File: src/rtl/demux12_route.sv
// 1:2 word router: steers each input word by its destination bit into one of two
// lane FIFOs, each drained independently with registered, valid-flagged read data.
module demux12_route #(
    parameter int unsigned DATA_W   = 10,
    parameter int unsigned DEST_BIT = 8,
    parameter int unsigned DEPTH    = 4,
    parameter int unsigned PTR_W    = 2
) (
    input  logic              clk,
    input  logic              reset,
    input  logic [DATA_W-1:0] in_data,
    input  logic              in_valid,
    output logic              in_ready,
    input  logic              pop0,
    input  logic              pop1,
    output logic [DATA_W-1:0] out0,
    output logic              valid_out0,
    output logic [DATA_W-1:0] out1,
    output logic              valid_out1,
    output logic              full0,
    output logic              full1,
    output logic              empty0,
    output logic              empty1
);
    localparam int unsigned CNT_W = PTR_W + 1;

    logic [DATA_W-1:0] mem_q    [2][DEPTH];
    logic [DATA_W-1:0] mem_d    [2][DEPTH];
    logic [PTR_W-1:0]  wr_ptr_q [2];
    logic [PTR_W-1:0]  wr_ptr_d [2];
    logic [PTR_W-1:0]  rd_ptr_q [2];
    logic [PTR_W-1:0]  rd_ptr_d [2];
    logic [CNT_W-1:0]  cnt_q    [2];
    logic [CNT_W-1:0]  cnt_d    [2];
    logic [DATA_W-1:0] out_q    [2];
    logic [DATA_W-1:0] out_d    [2];
    logic [1:0]        vld_q;
    logic [1:0]        vld_d;

    logic [1:0] full_c;
    logic [1:0] empty_c;
    logic [1:0] push_c;
    logic [1:0] pop_c;
    logic       dest_c;

    // Lane status, handshake and per-lane push/pop qualification
    always_comb begin
        dest_c = in_data[DEST_BIT];
        for (int l = 0; l < 2; l++) begin
            full_c[l]  = (cnt_q[l] == CNT_W'(DEPTH));
            empty_c[l] = (cnt_q[l] == '0);
        end
        // Uses pre-pop fullness: a full lane refuses a push even if popped this edge
        in_ready = ~full_c[dest_c];
        push_c   = {in_valid & dest_c & ~full_c[1], in_valid & ~dest_c & ~full_c[0]};
        pop_c    = {pop1 & ~empty_c[1], pop0 & ~empty_c[0]};
    end

    // Next-state for both lanes
    always_comb begin
        mem_d    = mem_q;
        wr_ptr_d = wr_ptr_q;
        rd_ptr_d = rd_ptr_q;
        cnt_d    = cnt_q;
        out_d    = out_q;
        vld_d    = pop_c;
        for (int l = 0; l < 2; l++) begin
            if (push_c[l]) begin
                mem_d[l][wr_ptr_q[l]] = in_data;
                wr_ptr_d[l]           = PTR_W'(wr_ptr_q[l] + 1'b1);
            end
            if (pop_c[l]) begin
                out_d[l]    = mem_q[l][rd_ptr_q[l]];
                rd_ptr_d[l] = PTR_W'(rd_ptr_q[l] + 1'b1);
            end
            case ({push_c[l], pop_c[l]})
                2'b10:   cnt_d[l] = CNT_W'(cnt_q[l] + 1'b1);
                2'b01:   cnt_d[l] = CNT_W'(cnt_q[l] - 1'b1);
                default: cnt_d[l] = cnt_q[l];
            endcase
        end
    end

    always_ff @(posedge clk or posedge reset) begin
        if (reset) begin
            for (int l = 0; l < 2; l++) begin
                wr_ptr_q[l] <= '0;
                rd_ptr_q[l] <= '0;
                cnt_q[l]    <= '0;
                out_q[l]    <= '0;
            end
            vld_q <= '0;
        end else begin
            wr_ptr_q <= wr_ptr_d;
            rd_ptr_q <= rd_ptr_d;
            cnt_q    <= cnt_d;
            out_q    <= out_d;
            vld_q    <= vld_d;
        end
    end

    // Storage needs no reset; contents are only read behind a nonzero count
    always_ff @(posedge clk) begin
        mem_q <= mem_d;
    end

    assign out0       = out_q[0];
    assign out1       = out_q[1];
    assign valid_out0 = vld_q[0];
    assign valid_out1 = vld_q[1];
    assign full0      = full_c[0];
    assign full1      = full_c[1];
    assign empty0     = empty_c[0];
    assign empty1     = empty_c[1];
endmodule

File: config.mk
export PLATFORM = sky130hd
export DESIGN_NAME = demux12_route
export DESIGN_NICKNAME = d
export VERILOG_FILES = /design/src/rtl/demux12_route.sv
export SDC_FILE = /design/constraint.sdc
export NUM_CORES = 1
export LEC_CHECK = 0
export CORE_ASPECT_RATIO = 0.75
export CORE_MARGIN = 2
export CORE_UTILIZATION = 28
export DETAILED_ROUTE_END_ITERATION = 8
export PLACE_DENSITY = 0.46
export SLEW_MARGIN = 20
export SYNTH_ARGS = -nofsm -noshare
export SYNTH_HDL_FRONTEND = slang
export SYNTH_SLANG_ARGS = --single-unit
File: constraint.sdc
create_clock -name clk -period 1.9 [get_ports clk]
set_clock_uncertainty 0.2 [all_clocks]
set_input_delay 0.19 -clock clk [delete_from_list [all_inputs] [get_ports clk]]
set_output_delay 0.19 -clock clk [all_outputs]
set_load 0.05 [all_outputs]
Word-level counts from Yosys, hierarchy flattened:

Index checks and enable logic that the tools add are counted.

* flip-flop bits (word level): 116
* word-level logic and storage cells: 76

* add/subtract/negate cells: 8
* order comparisons: 7
* equal/unequal tests: 6
* muxes and demuxes: 16
* bitwise logic cells: 16
* reductions and logical operators: 6

Operators by type and width (count)
* $bwmux W40: 2
* $mux W10: 6
* $bmux W10 S2: 2
* $demux W10 S2: 2
* $ge A3 B3 Y1 const B: 4
* $not A2 Y3: 4
* $pmux W3 S2: 2
* $add A2 B1 Y2 const B: 4
* $add A3 B1 Y3 const B: 2
* $and A1 B1 Y1: 6
* $eq A3 B3 Y1 const B: 2
* $logic_not A3 Y1: 2
* $lt A3 B1 Y1 const B: 2
* $not A1 Y1: 6
* $sub A3 B1 Y3 const B: 2
* $eq A2 B1 Y1 const B: 2
* $eq A2 B2 Y1 const B: 2
* $reduce_bool A2 Y1: 2
* $logic_and A1 B1 Y1: 2
* $lt A1 B2 Y1 const B: 1
* $mux W1: 2

Depth between registers and ports, before layout:

Gate-level depths: netlist of the first run.

* word-level depth: 6
* gate-level depth with buffers: 9

Worst setup path before layout of the first run:

Ideal clock, no wire load.

* path kind: register -> register
* start: reg cnt_q[3] (netlist name)
* end: reg cnt_q[5] (netlist name)
* setup time: 79 ps
* arrival time: 2417 ps
* data required time: 1621 ps
* slack: -796 ps
* cell stages (with the launch flop): 10
* buffers on the path: 0
* cells stage by stage: dfrtp_1 > nor3b_2 > nor3b_4 > inv_1 > ha_1 > inv_1 > fa_1 > xor2_1 > nor2_1 > xor2_1

* cells in the longest elaborated chain, start to end: 5

Ends and longest elaborated chain
* start, declared: line 33 `logic [CNT_W-1:0] cnt_q [2];`
* start signal, assigned: line 96 `cnt_q <= cnt_d;`
* $eq A3 B3 Y1 (*): line 50 `full_c[l] = (cnt_q[l] == CNT_W'(DEPTH));`
* net full0: line 20 `output logic full0,`
* $not A1 Y1 (*): line 55 `push_c = {in_valid & dest_c & ~full_c[1], in_valid & ~dest_c & ~full_c[0]};`
* $and A1 B1 Y1 (*): line 55
* $eq A2 B1 Y1 or $eq A2 B2 Y1 (tied branches): line 76 `case ({push_c[l], pop_c[l]})`
* $pmux W3 S2 or $reduce_bool A2 Y1 (tied branches)

Mark *: on every way through the listed nets, which the timed path passes. The rest lies on a longest branch.
A chain may end at the register's enable or synchronous reset.

Worst setup path in the final report of the first run:

* start: reg cnt_q[3] (netlist name)
* end: reg cnt_q[5] (netlist name)

* cells in the longest elaborated chain, start to end: 5

Ends and longest elaborated chain (line)
* $eq A3 B3 Y1 or $logic_not A3 Y1 (tied branches): 50, 51
* $not A1 Y1 (on tied branches): 55, 56
* $and A1 B1 Y1 (on tied branches): 55, 56
* $eq A2 B1 Y1 or $eq A2 B2 Y1 (tied branches): 76
* $pmux W3 S2 or $reduce_bool A2 Y1 (tied branches)

Several ways; a longest one is shown, not always the timed one.

==> results of run 1 <==
## cell families (layout without fill, tap and decap cells)
logic type               after synthesis  count (layout)  synth area share
adder cells (fa/ha/maj)               12              12            0.0360
flip-flops                           116             116             0.719
AND/OR/NAND/NOR                       79              79            0.0796
AO/OA/AOI/OAI                          2               2           0.00736
multiplexers                          25              25             0.111
XOR/XNOR                              12              12            0.0229
buffers and inverters                 23             130            0.0237
## stage by stage
stage | area, sq um | cells | hold WS [ns]
floorplan | 4650 | 269 | 0.0889
global placement | 5700 | 549 | 0.262
detailed placement | 5700 | 549 | 0.267
CTS | 6370 | 586 | 0.281
global route | 6370 | 586 | 0.296
finish | 6370 | 586 | 0.272
## power groups by stage
stage / clock network [uW] / registers [uW] / logic [uW]
after floorplan: 0 / 4430 / 1740
after global placement: 0 / 3640 / 3980
after detailed placement: 0 / 3660 / 4010
after CTS: 3280 / 3620 / 4120
after global routing: 3400 / 3690 / 4400
final: 3200 / 3610 / 4050
## worst reg2reg max path, stage by stage, from the launching register on
cell and delay (ns):
dfrtp_2 0.42, nor3b_4 0.28, nor3b_4 0.07, inv_2 0.07, ha_4 0.13, inv_2 0.03
fa_2 0.32, xor2_1 0.14, nor2_1 0.06, xor2_1 0.15
## cells in the mapped netlist
master and count:
inv_1 12, xnor2_1 8, and2_1 8, nor3b_4 2
nor2_4 1, fa_1 2, ha_1 10, xor2_1 4
nor3b_2 1, nand2_1 63, nor2_1 2, buf_2 6
mux2_4 2, nor3_1 2, o31ai_2 1, mux4_2 20
o31ai_4 1, mux2i_1 3, dfrtp_1 36, buf_6 2
inv_2 3, edfxtp_1 80
## worst min-delay path by stage
stage / endpoint / slack (ns) / depth (start not counted)
global route: out1[5] / 0.30 / 2
detailed placement: out1[4] / 0.27 / 2
finish: out1[4] / 0.27 / 2
global placement: out1[2] / 0.26 / 2
CTS: out1[4] / 0.28 / 2
floorplan: mem_q[0] / 0.09 / 0
## sequential cells by signal, indices dropped and copies added (netlist names)
register,count
rd_ptr_q,4
cnt_q,6
mem_q,80
wr_ptr_q,4
vld_q,2
out0,10
out1,10
## per-layer routing
metal / routed length [um] / track usage / up-vias
li1: - / - / 1154
met1: 4450 / 0.155 / 1252
met2: 4250 / 0.180 / 40
met3: 309 / 0.0392 / 14
met4: 116 / 0.0449 / 0
met5: 0 / 0 / -
## what timing repair did
| item | CTS | global route |
|---|---|---|
| pin swaps | 11 | 3 |
| hold buffers | 1 | 0 |
| setup endpoints to repair | 9 | 7 |
| gates resized for setup | 8 | 2 |
| hold endpoints to repair | 36 | 0 |
| setup buffers | 4 | 0 |
## layout make-up
class	instances	area (sq um)	area share
Timing Repair Buffer	83	891	0.140
Sequential cell	116	3310	0.519
Clock buffer	18	439	0.0689
Tap cell	210	263	0.0412
Multi-Input combinational cell	130	1260	0.197
Inverter	15	56.3	0.00883
Clock inverter	14	161	0.0253
==> impl_results.md, run 1 <==
* H-tree level count at 4
* Max clock buf depth at 2
* # DRC at 0
* DRT Pass-1 Iters at 4
* Placement Rows at 40
* Share of cells above drive strength 1 at 0.396
* Pre-CTS setup slack at -0.300 ns
* Routed vias/inst at 4.20
* Reg power frac at 0.332
* Global-route wire length before repair at about 15000 um
* Status: complete, but fails checks
* Final Critical Period at between 1.5 and 2 ns
* Mapped cell area at about 4600 sq um
* Clk_lat worst skew at around 0.40 ns
* Initial core utilization at 0.287
* Critical path class: reg -> reg
* Post-Synthesis Cells at between 200 and 300
* Hold crit path type: reg -> reg
* Die ar. at roughly 17000 sq um
* Worst Max-Slew Pin Slew at around 0.48 ns
* Final Max Slew Viols at 0
* Syn nets at roughly 300
* Period utilization at 1.05
* Worst flop-to-flop path endpoint: cnt_q[5]
* CTS tree: built
* Final setup violating endpoints at 5
* Via count at 2460
* Top post-synthesis cells by area: edfxtp_1, dfrtp_1, mux4_2
* Post-Syn Area per Cell at ~17 sq um
* Area Growth Syn to Fin at 38.8%
* Total Power at approximately 11000 uW
* Pint at ~7000 uW
* Reg-to-reg startpoint: cnt_q[3]
* Sw frac at 0.336
* Initial detailed-routing violation count at 131
* Drt total wl at 9130 um
* Slowest Stage Delay on Critical Path at roughly 0.42 ns
* Vias in the first global route at about 2700
* CP Launch Type: register
* Clock power frac at 0.294
* Number of fill cells at 1502
* Fin nets at 390
* Crit-path cells: nor3b_4 > nor3b_4 > inv_2 > ha_4 > inv_2 > fa_2 > xor2_1 > nor2_1 > xor2_1
* Area share of the largest cell type after synthesis at 0.523
* All-layer global routing usage at 0.117
* I/O pin total at 42
* Clock-pin slew on the worst setup and hold paths at 0.06 ns
* Port bufs at 41
* Critical Path Sink Type: register
* Avg WL per Cell at about 16 um
* Final Hold Vio Count at 0
* Critical path capture point: cnt_q[5]
* Synth unique cells at 22
* Initial antenna violation count at 0
* Post-synth top area cell: edfxtp_1
* VDD IR-drop max at 0.726 mV
* Placer congestion estimate at 0.699
* Util after Layout at 0.398
* Worst reg-to-reg setup slack at -0.1 ns
* CP delay by family, top: adder cells
* Clk root buf: clkbuf_16
* Setup WS post-layout at -0.0954 ns
* Max-cap violations at 0
* Gr ovfl total at 0
* Largest net degree at the start of global routing at 37
* Failing checks: negative setup slack
* Comb pwr share at 0.373
* Worst Min Path Start: out1[4]
* Clk sinks at roughly 120
* Routed Antenna Nets at 0
* RSZ-0062 raised after global routing: yes
* Maximum clock rate at approximately 0.50 GHz
* FF-to-FF path depth at 9
* Core Region at between 15000 and 20000 sq um
* Die height at 115 um
* Maximum fanout along the worst path at 2
* Worst setup path start: cnt_q[3]
* PwrDens at around 1700 nW/um^2
* P_leak at ~0.0025 uW
* Worst Path Buf+Inv at 2
* Most common cell after layout, fill and taps aside: edfxtp_1
* CP max stage cell: dfrtp_2
* Max_slew headroom at 0.680
* P_sw at approximately 3600 uW
* Register area share after synthesis at 0.719
* Post-synthesis register bit count at 116
* Setup TNS at -0.257 ns
* WP data arrival at 2.08 ns
* Number of cells on the critical path at 9
* WP data required at roughly 2.0 ns
* Inserted Diodes at 0
* Inserted Clock Buffers at 17
* Most frequent cells in the layout: edfxtp_1, nand2_1, buf_4
* Dpl hpwl at about 5900 um
* Die Width at 152 um
* Yosys Warn Count at 0
Note: power is estimated with default switching activity, not from simulation.
==> run 2, diff against run 1 <==
--- a/config.mk
+++ b/config.mk
@@ -5,6 +5,7 @@
 export SDC_FILE = /design/constraint.sdc
 export NUM_CORES = 1
 export LEC_CHECK = 0
+export ABC_CLOCK_PERIOD_IN_PS = 1900
 export CORE_ASPECT_RATIO = 0.75
 export CORE_MARGIN = 2
 export CORE_UTILIZATION = 28
==> results of run 2 <==
Same layout as run 1: the final DEF is identical, and so are final timing and power.
==> run 3, diff against run 2 <==
--- a/config.mk
+++ b/config.mk
@@ -7,7 +7,7 @@
 export LEC_CHECK = 0
 export ABC_CLOCK_PERIOD_IN_PS = 1900
 export CORE_ASPECT_RATIO = 0.75
-export CORE_MARGIN = 2
+export CORE_MARGIN = 10
 export CORE_UTILIZATION = 28
 export DETAILED_ROUTE_END_ITERATION = 8
 export PLACE_DENSITY = 0.46
==> impl_results.md, run 3 (synthesized netlist as in run 1, its figures left out) <==
* VDD IR-drop max at about 0.61 mV
* Clk root buf: clkbuf_16
* P_leak at 0.00252 uW
* Die height at ~130 um
* Global-route wire length before repair at around 15000 um
* Crit-path cells: nor3b_4 > nor3b_4 > inv_2 > ha_4 > inv_2 > fa_2 > xor2_1 > nor2_1 > xor2_1
* Critical Path Sink Type: register
* Inserted Diodes at 0
* Worst Max-Slew Pin Slew at about 0.5 ns
* Fin nets at a little under 400
* Most frequent cells in the layout: edfxtp_1, nand2_1, buf_4
* Setup WS post-layout at -0.175 ns
* Clock power frac at 0.306
* Final Critical Period at ~2.1 ns
* Area Growth Syn to Fin at 38.9%
* Final Max Slew Viols at 0
* FF-to-FF path depth at 9
* Placement Rows at 40
* DRT Pass-1 Iters at 4
* GRT met2 Usage at 0.136
* Worst flop-to-flop path endpoint: cnt_q[5]
* Max reg flops at 80
* H-tree level count at 4
* Share of cells above drive strength 1 at 0.388
* Inserted Clock Buffers at 17
* CP Launch Type: register
* Gr busiest metal: met2
* CP delay by family, top: simple AND/OR/NAND/NOR gates
* Die Width at about 170 um
* Period utilization at 1.09
* Via count at ~2400
* Port bufs at just over 40
* Hold crit path type: reg -> reg
* Pint at roughly 7500 uW
* Top reg by flops: mem_q
* Hold Path Depth at 2
* Cell Count, Final, Fillers Out at slightly below 600
* Hold Path Sink: out1[0]
* Pre-CTS setup slack at -0.302 ns
* WP data arrival at 2.19 ns
* Clk_lat worst skew at between 0.3 and 0.4 ns
* Max clock buf depth at 2
* Final setup violating endpoints at 7
* Clock-pin slew on the worst setup and hold paths at about 0.05 ns
* Met1 usage at 0.114
* Reg power frac at 0.325
* Routed vias/inst at between 4 and 5
* Initial core utilization at 0.286
* Worst reg-to-reg setup slack at -0.18 ns
* I/O pin total at 42
* Sw frac at 0.325
* Failing checks: negative setup slack
* Reg-to-reg startpoint: cnt_q[3]
* Max_slew headroom at 0.675
* Number of fill cells at ~1500
* # placed instances at 544
* Comb pwr share at 0.369
* WP data required at around 2.0 ns
* Die ar. at between 20000 and 25000 sq um
* Dpl hpwl at approximately 6000 um
* PwrDens at between 1500 and 2000 nW/um^2
* Max-cap violations at 0
* Final Hold Vio Count at 0
* CTS tree: built
* Gr ovfl total at 0
* # DRC at 0
* Maximum fanout along the worst path at 2
* Drt total wl at just over 9000 um
* Worst Path Buf+Inv at 2
* Maximum clock rate at between 0.4 and 0.5 GHz
* Met3 GRT Util at 0.0298
* All-layer global routing usage at 0.0894
* Largest net degree at the start of global routing at 37
* RSZ-0062 raised after global routing: yes
* Status: complete, but fails checks
* Slowest Stage Delay on Critical Path at 0.43 ns
* Clk sinks at around 120
* Most common cell after layout, fill and taps aside: edfxtp_1
* Initial antenna violation count at 0
* Worst Min Path Start: out1[0]
* Placer congestion estimate at around 0.68
* P_sw at 3590 uW
* Avg WL per Cell at roughly 16 um
* Initial detailed-routing violation count at 120
* Routed Antenna Nets at 0
* CP max stage cell: dfrtp_2
* Critical path class: reg -> reg
* Vias in the first global route at approximately 2700
* Core Region at ~16000 sq um
-- run 3: cell types whose count changed in the layout (fill, tap and decap cells not counted), sizes merged --
cell / change
clkinvlp: -4
bufinv: +2
clkbuf: +1
dlygate4sd2: -1
-- run 3: tightest hold or removal path: stages, from the launching register on --
cell     delay (ns)
dfrtp_1        0.34
nand2_1        0.05
nand2_1        0.05
-- run 3: final cells by class --
type,instances,area [sq um],share of cell area
inverter,15,56.3,0.00883
sequential,116,3310,0.518
clock inverter,12,185,0.0290
tap,210,263,0.0412
multi-input combinational,130,1250,0.196
clock buffer,19,443,0.0694
timing repair buffer,82,873,0.137
-- run 3: how the worst max path moves through the flow --
stage | startpoint | endpoint | cells past startpoint
after floorplan | cnt_q[4] | cnt_q[5] | 9
after global placement | in_data[8] | cnt_q[2] | 10
after detailed placement | in_data[8] | cnt_q[2] | 10
after CTS | cnt_q[3] | cnt_q[5] | 9
after global routing | cnt_q[3] | cnt_q[5] | 9
final | cnt_q[3] | cnt_q[5] | 9
-- run 3: power by group through the flow --
| stage | Combinational, uW | Sequential (uW) | Clock, uW |
|---|---|---|---|
| after CTS | 4130 | 3600 | 3460 |
| final | 4080 | 3600 | 3390 |
| after global routing | 4430 | 3670 | 3580 |
| after detailed placement | 3980 | 3660 | 0 |
| after global placement | 3980 | 3640 | 0 |
| after floorplan | 1740 | 4430 | 0 |
-- run 3: routing by layer --
| layer | vias up | wire [um] |
|---|---|---|
| met5 | - | 0 |
| met2 | 42 | 4260 |
| met4 | 0 | 85 |
| met3 | 10 | 415 |
| li1 | 1154 | - |
| met1 | 1221 | 4480 |
-- run 3: through the flow --
step / hold slack (ns) / utilization / TNS (ns) / instance area (sq um) / power [uW]
2_1_floorplan: 0.0889 / - / -2.44 / 4650 / 6170
3_3_place_gp: 0.259 / 0.351 / -6.05 / 5640 / 7610
3_5_place_dp: 0.267 / 0.351 / -8.76 / 5640 / 7640
4_1_cts: 0.280 / 0.395 / -0.389 / 6350 / 11200
5_1_grt: 0.294 / 0.397 / -1.04 / 6380 / 11700
6_report: 0.272 / 0.397 / -0.481 / 6380 / 11100
-- run 3: timing repair --
| action | CTS | global route |
|---|---|---|
| endpoints found under the setup margin | 7 | 7 |
| endpoints found under the hold margin | 36 | 0 |
| hold buffers | 1 | 0 |
| pin swaps | 10 | 8 |
| buffers inserted | 5 | 4 |
| resized for setup | 8 | 2 |
